===== src/rtl/pc_fetch_sequencer_if.sv =====
// Fetch-path bundle: instruction-memory req/ack, instruction valid/ready toward the core,
// and the redirect (jump/call/return) qualifiers the core returns on consume.
interface pc_fetch_sequencer_if #(
    parameter int ADDR_W = 8
);
    logic              imem_req;
    logic [ADDR_W-1:0] imem_addr;
    logic              imem_ack;
    logic [7:0]        imem_data;
    logic              instr_valid;
    logic [7:0]        instr;
    logic [ADDR_W-1:0] instr_pc;
    logic              instr_ready;
    logic              jmp_valid;
    logic [ADDR_W-1:0] jmp_target;
    logic              call_valid;
    logic              ret_valid;

    modport master (
        output imem_req, imem_addr, instr_valid, instr, instr_pc,
        input  imem_ack, imem_data, instr_ready, jmp_valid, jmp_target, call_valid, ret_valid
    );

    modport slave (
        input  imem_req, imem_addr, instr_valid, instr, instr_pc,
        output imem_ack, imem_data, instr_ready, jmp_valid, jmp_target, call_valid, ret_valid
    );
endinterface


===== src/rtl/pc_fetch_sequencer.sv =====
// Program-counter fetch sequencer: one outstanding fetch, one held instruction, redirects on consume.
// Define PC_CALL_STACK_EN to add the call/return LIFO; otherwise call acts as jump and ret is ignored.
module pc_fetch_sequencer #(
    parameter int                ADDR_W      = 8,
    parameter logic [ADDR_W-1:0] RESET_PC    = '0,
    parameter int                STACK_DEPTH = 4
) (
    input  logic                 clk,
    input  logic                 rst_n,
    input  logic                 start,
    input  logic                 halt,
    pc_fetch_sequencer_if.master bus,
    output logic                 running,
    output logic                 stk_err
);
    // state   | meaning
    // IDLE    | out of reset, waiting for start
    // FETCH   | imem_req up, imem_addr = PC, waiting for ack
    // HOLD    | instruction presented, waiting for instr_ready
    // HALTED  | stopped by halt, PC retained for resume
    localparam logic [1:0] S_IDLE   = 2'd0;
    localparam logic [1:0] S_FETCH  = 2'd1;
    localparam logic [1:0] S_HOLD   = 2'd2;
    localparam logic [1:0] S_HALTED = 2'd3;

    logic [1:0]        state;
    logic [ADDR_W-1:0] pc;
    logic [ADDR_W-1:0] pc_inc;
    logic [ADDR_W-1:0] pc_next;
    logic [7:0]        instr_q;
    logic [ADDR_W-1:0] instr_pc_q;
    logic              halt_pend;
    logic              consume;

    assign pc_inc        = pc + ADDR_W'(1);
    assign consume       = (state == S_HOLD) && bus.instr_ready && !halt;
    assign bus.imem_req  = (state == S_FETCH);
    assign bus.imem_addr = pc;
    assign bus.instr_valid = (state == S_HOLD);
    assign bus.instr     = instr_q;
    assign bus.instr_pc  = instr_pc_q;
    assign running       = (state == S_FETCH) || (state == S_HOLD);

`ifdef PC_CALL_STACK_EN
    localparam int SP_W  = $clog2(STACK_DEPTH + 1);
    localparam int IDX_W = $clog2(STACK_DEPTH);
    localparam logic [SP_W-1:0] SP_FULL = SP_W'(STACK_DEPTH);

    logic [ADDR_W-1:0] stack [STACK_DEPTH];
    logic [SP_W-1:0]   sp;
    logic              err_q;
    logic              push;
    logic              pop;
    logic              err_set;

    always_comb begin
        pc_next = pc_inc;
        push    = 1'b0;
        pop     = 1'b0;
        err_set = 1'b0;
        if (bus.ret_valid) begin
            // Underflow falls through to sequential PC+1.
            if (sp == '0) begin
                err_set = 1'b1;
            end else begin
                pop     = 1'b1;
                pc_next = stack[IDX_W'(sp - 1'b1)];
            end
        end else if (bus.call_valid) begin
            pc_next = bus.jmp_target;
            if (sp == SP_FULL) err_set = 1'b1;
            else               push    = 1'b1;
        end else if (bus.jmp_valid) begin
            pc_next = bus.jmp_target;
        end
    end

    always_ff @(posedge clk) begin
        if (!rst_n) begin
            sp    <= '0;
            err_q <= 1'b0;
        end else if (consume) begin
            if (push)      sp <= sp + 1'b1;
            else if (pop)  sp <= sp - 1'b1;
            if (err_set)   err_q <= 1'b1;
        end
    end

    always_ff @(posedge clk) begin
        if (consume && push) stack[IDX_W'(sp)] <= pc_inc;
    end

    assign stk_err = err_q;
`else
    logic unused_ret;

    always_comb begin
        pc_next = pc_inc;
        if (bus.jmp_valid || bus.call_valid) pc_next = bus.jmp_target;
    end

    assign unused_ret = bus.ret_valid ^ (STACK_DEPTH == 0);
    assign stk_err    = 1'b0;
`endif

    always_ff @(posedge clk) begin
        if (!rst_n) begin
            state      <= S_IDLE;
            pc         <= RESET_PC;
            instr_q    <= '0;
            instr_pc_q <= '0;
            halt_pend  <= 1'b0;
        end else begin
            case (state)
                S_IDLE, S_HALTED: begin
                    if (start && !halt) state <= S_FETCH;
                end
                S_FETCH: begin
                    // A halt seen any time during the fetch discards the returning data.
                    if (bus.imem_ack) begin
                        halt_pend <= 1'b0;
                        if (halt || halt_pend) begin
                            state <= S_HALTED;
                        end else begin
                            state      <= S_HOLD;
                            instr_q    <= bus.imem_data;
                            instr_pc_q <= pc;
                        end
                    end else if (halt) begin
                        halt_pend <= 1'b1;
                    end
                end
                S_HOLD: begin
                    if (halt) begin
                        state <= S_HALTED;
                    end else if (bus.instr_ready) begin
                        state <= S_FETCH;
                        pc    <= pc_next;
                    end
                end
                default: state <= S_IDLE;
            endcase
        end
    end
endmodule


===== src/flat_wrapper.sv =====
// flat-port wrapper written by rule: the top's interface ports become plain ports
module pc_fetch_sequencer_flat 
#(
    parameter int                ADDR_W      = 8,
    parameter logic [ADDR_W-1:0] RESET_PC    = '0,
    parameter int                STACK_DEPTH = 4
)
  (clk, rst_n, start, halt, running, stk_err, bus_imem_req, bus_imem_addr, bus_instr_valid, bus_instr, bus_instr_pc, bus_imem_ack, bus_imem_data, bus_instr_ready, bus_jmp_valid, bus_jmp_target, bus_call_valid, bus_ret_valid);
  pc_fetch_sequencer_if #(.ADDR_W(ADDR_W)) bus_i ();
  input  logic clk;
  input  logic rst_n;
  input  logic start;
  input  logic halt;
  output logic running;
  output logic stk_err;
  output wire logic [$bits(bus_i.imem_req)-1:0] bus_imem_req;
  output wire logic [$bits(bus_i.imem_addr)-1:0] bus_imem_addr;
  output wire logic [$bits(bus_i.instr_valid)-1:0] bus_instr_valid;
  output wire logic [$bits(bus_i.instr)-1:0] bus_instr;
  output wire logic [$bits(bus_i.instr_pc)-1:0] bus_instr_pc;
  input wire logic [$bits(bus_i.imem_ack)-1:0] bus_imem_ack;
  input wire logic [$bits(bus_i.imem_data)-1:0] bus_imem_data;
  input wire logic [$bits(bus_i.instr_ready)-1:0] bus_instr_ready;
  input wire logic [$bits(bus_i.jmp_valid)-1:0] bus_jmp_valid;
  input wire logic [$bits(bus_i.jmp_target)-1:0] bus_jmp_target;
  input wire logic [$bits(bus_i.call_valid)-1:0] bus_call_valid;
  input wire logic [$bits(bus_i.ret_valid)-1:0] bus_ret_valid;
  assign bus_imem_req = bus_i.imem_req;
  assign bus_imem_addr = bus_i.imem_addr;
  assign bus_instr_valid = bus_i.instr_valid;
  assign bus_instr = bus_i.instr;
  assign bus_instr_pc = bus_i.instr_pc;
  assign bus_i.imem_ack = bus_imem_ack;
  assign bus_i.imem_data = bus_imem_data;
  assign bus_i.instr_ready = bus_instr_ready;
  assign bus_i.jmp_valid = bus_jmp_valid;
  assign bus_i.jmp_target = bus_jmp_target;
  assign bus_i.call_valid = bus_call_valid;
  assign bus_i.ret_valid = bus_ret_valid;
  pc_fetch_sequencer #(.ADDR_W(ADDR_W), .RESET_PC(RESET_PC), .STACK_DEPTH(STACK_DEPTH)) u_core (.clk(clk), .rst_n(rst_n), .start(start), .halt(halt), .bus(bus_i), .running(running), .stk_err(stk_err));
endmodule

===== config.mk =====
export PLATFORM = sky130hd
export DESIGN_NAME = pc_fetch_sequencer_flat
export DESIGN_NICKNAME = d
export VERILOG_FILES = /design/src/rtl/pc_fetch_sequencer_if.sv /design/src/rtl/pc_fetch_sequencer.sv /design/src/flat_wrapper.sv
export SDC_FILE = /design/constraint.sdc
export NUM_CORES = 1
export LEC_CHECK = 0
export CORE_AREA = 4 4 61 91
export DETAILED_ROUTE_END_ITERATION = 10
export DIE_AREA = 0 0 65 95
export HOLD_SLACK_MARGIN = 0.05
export SLEW_MARGIN = 5
export SYNTH_ARGS = -nofsm -noshare
export SYNTH_HDL_FRONTEND = slang
export SYNTH_SLANG_ARGS = --single-unit

===== constraint.sdc =====
create_clock -name clk -period 2.1 [get_ports clk]
set_clock_uncertainty 0.15 [all_clocks]
set_input_delay 0.63 -clock clk [delete_from_list [all_inputs] [get_ports clk]]
set_output_delay 0.63 -clock clk [all_outputs]
set_load 0.05 [all_outputs]

==> results.txt, run 1 <==
----------------------------------------------------
[Status]
  Outcome ... finished clean

[Synthesis]
  Number of synthesized flops with an enable pin ... 0
  Number of distinct library cells after synthesis ... 40
  Synth Flop Type ... dfxtp_1
  Synthesized netlist cell count ... ~160
  Sequential fraction of the synthesis area ... 0.416
  Mapped Nets ... about 190
  Mean cell area of the mapped netlist ... between 8 and 9 µm²
  Yosys warning total ... 0
  Cell taking the most area after synthesis ... dfxtp_1
  Share of async-settable or async-resettable flops after synthesis ... 0
  Flops & latches, synth ... 27
  Ranking of synthesized cells by area ... dfxtp_1 (42%), nand2_1 (13%), a21boi_1 (9.2%)
  Combined area of all synthesized cells ... ~1300 µm²
  Fraction of synthesized cell area taken by the top area cell type ... 0.416

[Timing]
  Setup TNS ... 0 ns
  Shortest clock period the worst path allows after layout ... between 2 and 2.5 ns
  Number of hold violations in the final report ... 0
  Unrepaired setup endpoints after global routing ... false
  Final worst hold slack ... 0.305 ns
  Maximum frequency from static timing analysis ... 495 MHz
  Pins over their slew limit ... 0
  Post-route fraction of the period consumed by the critical path ... 0.962
  Setup-failing EPs final ... 0

[Global route]
  Met1 track demand over resource in global routing ... 0.135
  Met3 track demand over resource ... 0.0119
  First-pass GRT wire length ... ~5.7 mm
  Initial antenna violation count ... 0
  Maximum number of pins on one net before global-route repair ... 17
  Via count of the first global-routing pass ... roughly 1200
  GR Util All Layers ... 0.118
  Grt met2 use ... 0.213
  GR Overflow Total ... 0
  Most Crowded Layer GR ... met2

[Clock network]
  Clock tree from TritonCTS ... built
  Number of levels in the clock H-tree ... 1
  Hold buffer count at cts ... 0
  Number of sinks driven by the clock tree ... 27
  CTS buffer count ... 3
  CTS Root Cell ... clkbuf_8
  Insertion delay of the later-clocked pin in the worst-skew pair ... 0.27 ns
  Count of buffers added by post-CTS timing repair for setup ... 0
  Clock transition at the registers of the reported paths ... about 0.090 ns
  Clk buf depth ... 2

[Power and ir drop]
  Worst supply voltage drop on vdd ... 0.256 mV
  Fraction of power consumed by the clock network ... 0.212
  Total power divided by cell area ... 663 nW/µm²
  Portion of total power attributed to sequential cells ... 0.410
  Switch share ... 0.339
  Sw Pwr ... between 0.0004 and 0.0005 W
  Design internal power ... 0.000913 W
  P_leak ... 0.815 nW
  Combinational share of power ... 0.378

[Final layout]
  Number of antenna repair diodes ... 0
  Relative area change from synthesis to final layout ... 60.3%
  Number of inserted filler cells in the final layout ... 489
  Highest-count cells in the layout ignoring fill and taps ... nand2_1 (44), buf_4 (27), dfxtp_1 (27), clkdlybuf4s50_1 (23), a21boi_1 (16)
  Sequential Area ... around 540 µm²
  Share of cells above drive strength 1 ... 0.218
  Multi-input combinational cell area ... between 600 and 700 µm²
  Post-Layout Cell Count ... approximately 290
  Finished Core Util ... 0.436
  NumNets Final ... around 250
  Total non-filler cell area in the finished layout ... 2080 µm²
  Leading cell type in the layout, fill and taps excluded ... nand2_1

[Floorplan]
  Horizontal extent of the die ... roughly 65 µm
  Site Rows ... 31
  Num ports ... 53
  DIE HEIGHT ... ~95 µm
  CORE AREA ... approximately 4800 µm²
  Initial core utilization ... 0.272
  Total die area ... roughly 6000 µm²

[Run]
  Number of violations of the max-capacitance limit ... 0

[Worst hold path]
  Hold Crit Depth ... 2
  Startpoint of the tightest hold check path ... u_core.bus.instr[3]
  Hold-critical path endpoint ... u_core.bus.instr[3]
  Path type of the worst min-delay path ... flip-flop to flip-flop

[Drt]
  Per-cell routed wire length ... 12.0 µm
  Detailed-route vias per instance ... around 4.4
  Vias post-DR ... 1269
  DRT iter0 DRCs ... 32
  Detailed Routing Iterations Pass 1 ... 4
  Residual DRC ... 0
  Wirelength, routed ... roughly 3.4 mm
  Post-route ant nets ... 0

[Worst setup path]
  Nature of the critical path endpoint ... primary output
  Register-to-Register Path Depth ... 6
  Flop-to-flop setup slack ... approximately 0.37 ns
  Startpoint type of the worst setup path ... flip-flop
  Reg-to-reg critical path endpoint ... u_core.state[0]
  Worst Path Max Fanout ... 4
  Required arrival time at the worst endpoint ... 1.32 ns
  CP Data Arrival Time ... about 1.2 ns
  Kind of critical path ... flip-flop to primary output
  R2r startpoint ... u_core.state[0]

[Placed design]
  Number of placed cells counting well taps ... around 280
  Port-buffer cells ... 50
  Total cell area at the placement stage ... between 2000 and 2500 µm²
  Routability congestion estimate from global placement ... roughly 0.84
  Detailed Place HPWL ... around 2.6 mm

----------------------------------------------------
## worst max path at each step
stage | start | cells after the start | endpoint | slack (ns)
6_report | u_core.state[0] | 4 | running | 0.08
5_1_grt | bus_jmp_valid | 5 | u_core.bus.imem_addr[7] | 0.002
4_1_cts | u_core.state[0] | 4 | running | 0.03
3_5_place_dp | bus_call_valid | 5 | u_core.bus.imem_addr[7] | -0.19
3_3_place_gp | bus_call_valid | 5 | u_core.bus.imem_addr[7] | -0.18
2_1_floorplan | u_core.state[1] | 7 | u_core.bus.instr_pc[2] | 0.15
## cells in the mapped netlist, types with 2 or more instances
cell	number
a21boi_1	16
a21oi_1	8
buf_2	4
clkbuf_1	3
dfxtp_1	27
ha_1	3
inv_1	6
mux2i_1	2
nand2_1	44
nand3_1	4
nor2_1	9
nor3_1	3
nor4b_1	2
o21a_1	2
o21ai_0	2
or3_1	2
## through the flow
| stage | setup WS [ns] | total power, W |
|---|---|---|
| after floorplan | 0.150 | 0.000865 |
| after global placement | -0.179 | 0.00110 |
| after detailed placement | -0.185 | 0.00110 |
| after CTS | 0.0320 | 0.00140 |
| after global routing | 0.00176 | 0.00146 |
| final | 0.0804 | 0.00138 |
## layer usage
metal  wire length [µm]  share of wire
met1               1450           0.42
met2               1830           0.53
met3                108          0.031
met4                 54          0.016
met5                  0              0
## kinds of logic (layout without fill, tap and decap cells)
kind of cell | Yosys count | count (layout) | share of synthesized area
AND/OR/NAND/NOR | 72 | 72 | 0.261
other | 1 | 1 | 0.00289
multiplexers | 2 | 2 | 0.0154
adder cells (fa/ha/maj) | 3 | 3 | 0.0289
buffers and inverters | 14 | 73 | 0.0472
flip-flops | 27 | 27 | 0.416
AO/OA/AOI/OAI | 42 | 42 | 0.228
## worst max-delay path, stage by stage (launching register included)
cell,delay [ns]
dfxtp_1,0.36
inv_1,0.05
ha_1,0.34
inv_2,0.09
buf_12,0.13
## state kept, by name, summed over array words and instances (netlist names)
register              count
u_core.bus.instr_pc       8
u_core.halt_pend          1
u_core.bus.instr          8
u_core.state              2
u_core.bus.imem_addr      8
## repair_timing
action | CTS | global route
endpoints found under the hold margin | 0 | 0
endpoints found under the setup margin | 0 | 1
resized for setup | 0 | 1
## cell type report
class | count | area share
multi-input combinational | 120 | 0.335
timing repair buffer | 63 | 0.333
sequential | 27 | 0.260
tap | 66 | 0.0397
clock buffer | 3 | 0.0198
inverter | 6 | 0.0108
clock inverter | 1 | 0.00240
## power groups by stage
stage / combinational (W) / clock, W / sequential [W]
4_1_cts: 0.000527 / 0.000310 / 0.000567
3_3_place_gp: 0.000523 / 0 / 0.000578
6_report: 0.000522 / 0.000292 / 0.000567
3_5_place_dp: 0.000526 / 0 / 0.000579
5_1_grt: 0.000562 / 0.000330 / 0.000572
2_1_floorplan: 0.000242 / 0 / 0.000623
No activity file was read; power rests on OpenSTA's default activity.
==> run 2, diff against run 1 <==
--- a/constraint.sdc
+++ b/constraint.sdc
@@ -3,3 +3,3 @@
 set_input_delay 0.63 -clock clk [delete_from_list [all_inputs] [get_ports clk]]
 set_output_delay 0.63 -clock clk [all_outputs]
-set_load 0.05 [all_outputs]
+set_load 0.005 [all_outputs]
==> run 2 against run 1 <==
Non-clock buffer count up 5. Core utilization down 0.16 points. Die area unchanged.
==> results.txt, run 2 (synthesis results as in run 1) <==
----------------------------------------------------
[Power and ir drop]
  Total power divided by cell area ... 590 nW/µm² (was 663 nW/µm²)
  P_leak ... 0.774 nW (was 0.815 nW)
  Worst supply voltage drop on vdd ... 0.210 mV (was 0.256 mV)
  Overall power ... 0.00122 W (was 0.00138 W)

[Clock network]
  Insertion delay of the later-clocked pin in the worst-skew pair ... 0.27 ns (about the same)
  Clock tree from TritonCTS ... built (unchanged)
  Clk buf depth ... 2 (unchanged)
  Number of sinks driven by the clock tree ... 27 (unchanged)
  CTS Root Cell ... clkbuf_8 (unchanged)
  Number of levels in the clock H-tree ... 1 (unchanged)
  Hold buffer count at cts ... 0 (unchanged)
  CTS buffer count ... 3 (unchanged)
  Clock transition at the registers of the reported paths ... 0.09 ns (about the same)

[Floorplan]
  Site Rows ... 31 (unchanged)
  Horizontal extent of the die ... 65 µm (unchanged)
  DIE HEIGHT ... 95 µm (unchanged)
  Initial core utilization ... 0.272 (unchanged)
  Num ports ... 53 (unchanged)
  CORE AREA ... 4770 µm² (unchanged)
  Total die area ... 6180 µm² (unchanged)

[Final layout]
  Share of cells above drive strength 1 ... 0.129 (was 0.218)
  Number of antenna repair diodes ... 0 (unchanged)
  Relative area change from synthesis to final layout ... 59.7% (was 60.3%)
  Post-Layout Cell Count ... 291 (was 286)
  NumNets Final ... 254 (was 249)
  Number of inserted filler cells in the final layout ... 516 (was 489)
  Leading cell type in the layout, fill and taps excluded ... clkdlybuf4s50_1 (was nand2_1)
  Highest-count cells in the layout ignoring fill and taps ... clkdlybuf4s50_1 (47), nand2_1 (44), dfxtp_1 (23), a21boi_1 (16), buf_4 (15) (was nand2_1 (44), buf_4 (27), dfxtp_1 (27), clkdlybuf4s50_1 (23), a21boi_1 (16))

[Placed design]
  Detailed Place HPWL ... 2.64 mm (was 2.65 mm)
  Routability congestion estimate from global placement ... 0.828 (was 0.837)
  Worst slack at placement ... -0.184 ns (was -0.185 ns)
  Port-buffer cells ... 50 (unchanged)
  Number of placed cells counting well taps ... 286 (was 282)

[Drt]
  Residual DRC ... 0 (unchanged)
  Per-cell routed wire length ... 12.0 µm (about the same)
  Post-route ant nets ... 0 (unchanged)
  Detailed-route vias per instance ... 4.47 (was 4.44)
  Vias post-DR ... 1300 (was 1269)
  Wirelength, routed ... 3.49 mm (was 3.44 mm)
  Detailed Routing Iterations Pass 1 ... 4 (unchanged)
  DRT iter0 DRCs ... 37 (was 32)

[Worst setup path]
  Reg-to-reg critical path endpoint ... u_core.bus.imem_addr[6] (was u_core.state[0])
  Cell-by-cell trace of the critical path ... clkdlybuf4s50_1 (was inv_1, ha_1, inv_2, buf_12)
  Flop-to-flop setup slack ... 0.47 ns (was 0.37 ns)
  Critical path buffers and inverters ... 1 (was 3)
  Worst Path Max Fanout ... 6 (was 4)
  Required arrival time at the worst endpoint ... 1.32 ns (about the same)
  Largest stage delay, worst path ... 0.55 ns (was 0.36 ns)
  Nature of the critical path endpoint ... primary output (unchanged)
  Family of cells with the greatest summed delay on the critical path ... buffers and inverters (was flip-flops)
  Register-to-Register Path Depth ... 7 (was 6)
  CP Data Arrival Time ... 1.28 ns (was 1.24 ns)
  Startpoint type of the worst setup path ... flip-flop (unchanged)
  Kind of critical path ... flip-flop to primary output (unchanged)
  Highest-delay cell along the critical path ... clkdlybuf4s50_1 (was dfxtp_1)
  R2r startpoint ... u_core.state[0] (unchanged)
  Critical Path Source ... u_core.bus.imem_addr[0] (was u_core.state[0])

[Global route]
  First-pass GRT wire length ... 5.80 mm (was 5.69 mm)
  Via count of the first global-routing pass ... 1273 (was 1225)
  GR Overflow Total ... 0 (unchanged)
  GR Util All Layers ... 0.120 (was 0.118)
  Initial antenna violation count ... 0 (unchanged)
  Maximum number of pins on one net before global-route repair ... 29 (was 17)

[Timing]
  Maximum frequency from static timing analysis ... 487 MHz (was 495 MHz)
  Number of hold violations in the final report ... 0 (unchanged)
  Worst Setup Slack, final ... 0.0450 ns (was 0.0804 ns)
  Post-route fraction of the period consumed by the critical path ... 0.979 (was 0.962)
  Setup-failing EPs final ... 0 (unchanged)
  Unrepaired setup endpoints after global routing ... false (unchanged)
  Pins over their slew limit ... 0 (unchanged)
  Setup TNS ... 0 ns (unchanged)
  Shortest clock period the worst path allows after layout ... 2.06 ns (was 2.02 ns)

[Status]
  Outcome ... finished clean (unchanged)

[Run]
  Number of violations of the max-capacitance limit ... 0 (unchanged)

[Worst hold path]
  Path type of the worst min-delay path ... flip-flop to flip-flop (unchanged)
  Hold-critical path endpoint ... u_core.bus.instr[7] (was u_core.bus.instr[3])
  Hold Crit Depth ... 2 (unchanged)
  Startpoint of the tightest hold check path ... u_core.bus.instr[7] (was u_core.bus.instr[3])

----------------------------------------------------
==> run 2: cell types whose count changed in the layout (fill, tap and decap cells not counted), moves of 3 or more <==
cell             change
dfxtp_1              -4
buf_4               -12
dfxtp_2              +4
clkdlybuf4s50_1     +24
buf_12              -10
dlygate4sd2_1        +3
==> run 2: final cells by class <==
cell class	instances	area, µm²	area share
timing repair buffer	68	669	0.323
sequential	27	546	0.263
tap	66	82.6	0.0398
multi-input combinational	120	709	0.342
clock buffer	4	45.0	0.0217
inverter	6	22.5	0.0109
==> run 2: routing by layer <==
layer	global-route usage	up-vias	wire, µm
met5	0	-	0
met4	0.0582	0	63
met3	0.0143	4	125
met2	0.220	26	1860
met1	0.135	585	1440
li1	-	685	-
==> run 2: per-stage QoR <==
stage / cell area (µm²) / hold WS, ns / util
after global routing: 2070 / 0.329 / 0.435
after CTS: 2070 / 0.308 / 0.434
final: 2070 / 0.303 / 0.435
after floorplan: 1300 / 0.301 / -
after detailed placement: 2010 / 0.294 / 0.421
after global placement: 2010 / 0.290 / 0.421
==> run 2: worst max-delay path by stage <==
stage / to / depth (start not counted)
final: bus_imem_addr[0] / 1
after floorplan: u_core.bus.imem_addr[7] / 4
after global placement: u_core.bus.imem_addr[7] / 5
after CTS: bus_imem_addr[0] / 1
after detailed placement: u_core.bus.imem_addr[7] / 5
after global routing: bus_imem_addr[0] / 1
==> run 2: what timing repair did <==
| action | CTS | global route |
|---|---|---|
| pin swaps | 0 | 0 |
| setup buffers | 1 | 0 |
| endpoints found under the hold margin | 0 | 0 |
| resized for setup | 7 | 2 |
| endpoints found under the setup margin | 3 | 2 |
==> run 2: tightest hold or removal path: stages, from the launching register on <==
cell and delay, ns:
dfxtp_1 0.32, nand2_1 0.05, a21boi_1 0.05
==> run 2: where the power goes <==
| group | switching (W) | total [W] | internal, W |
|---|---|---|---|
| registers | 0.0000191 | 0.000563 | 0.000544 |
| logic | 0.000158 | 0.000365 | 0.000207 |
| clock network | 0.000161 | 0.000297 | 0.000136 |
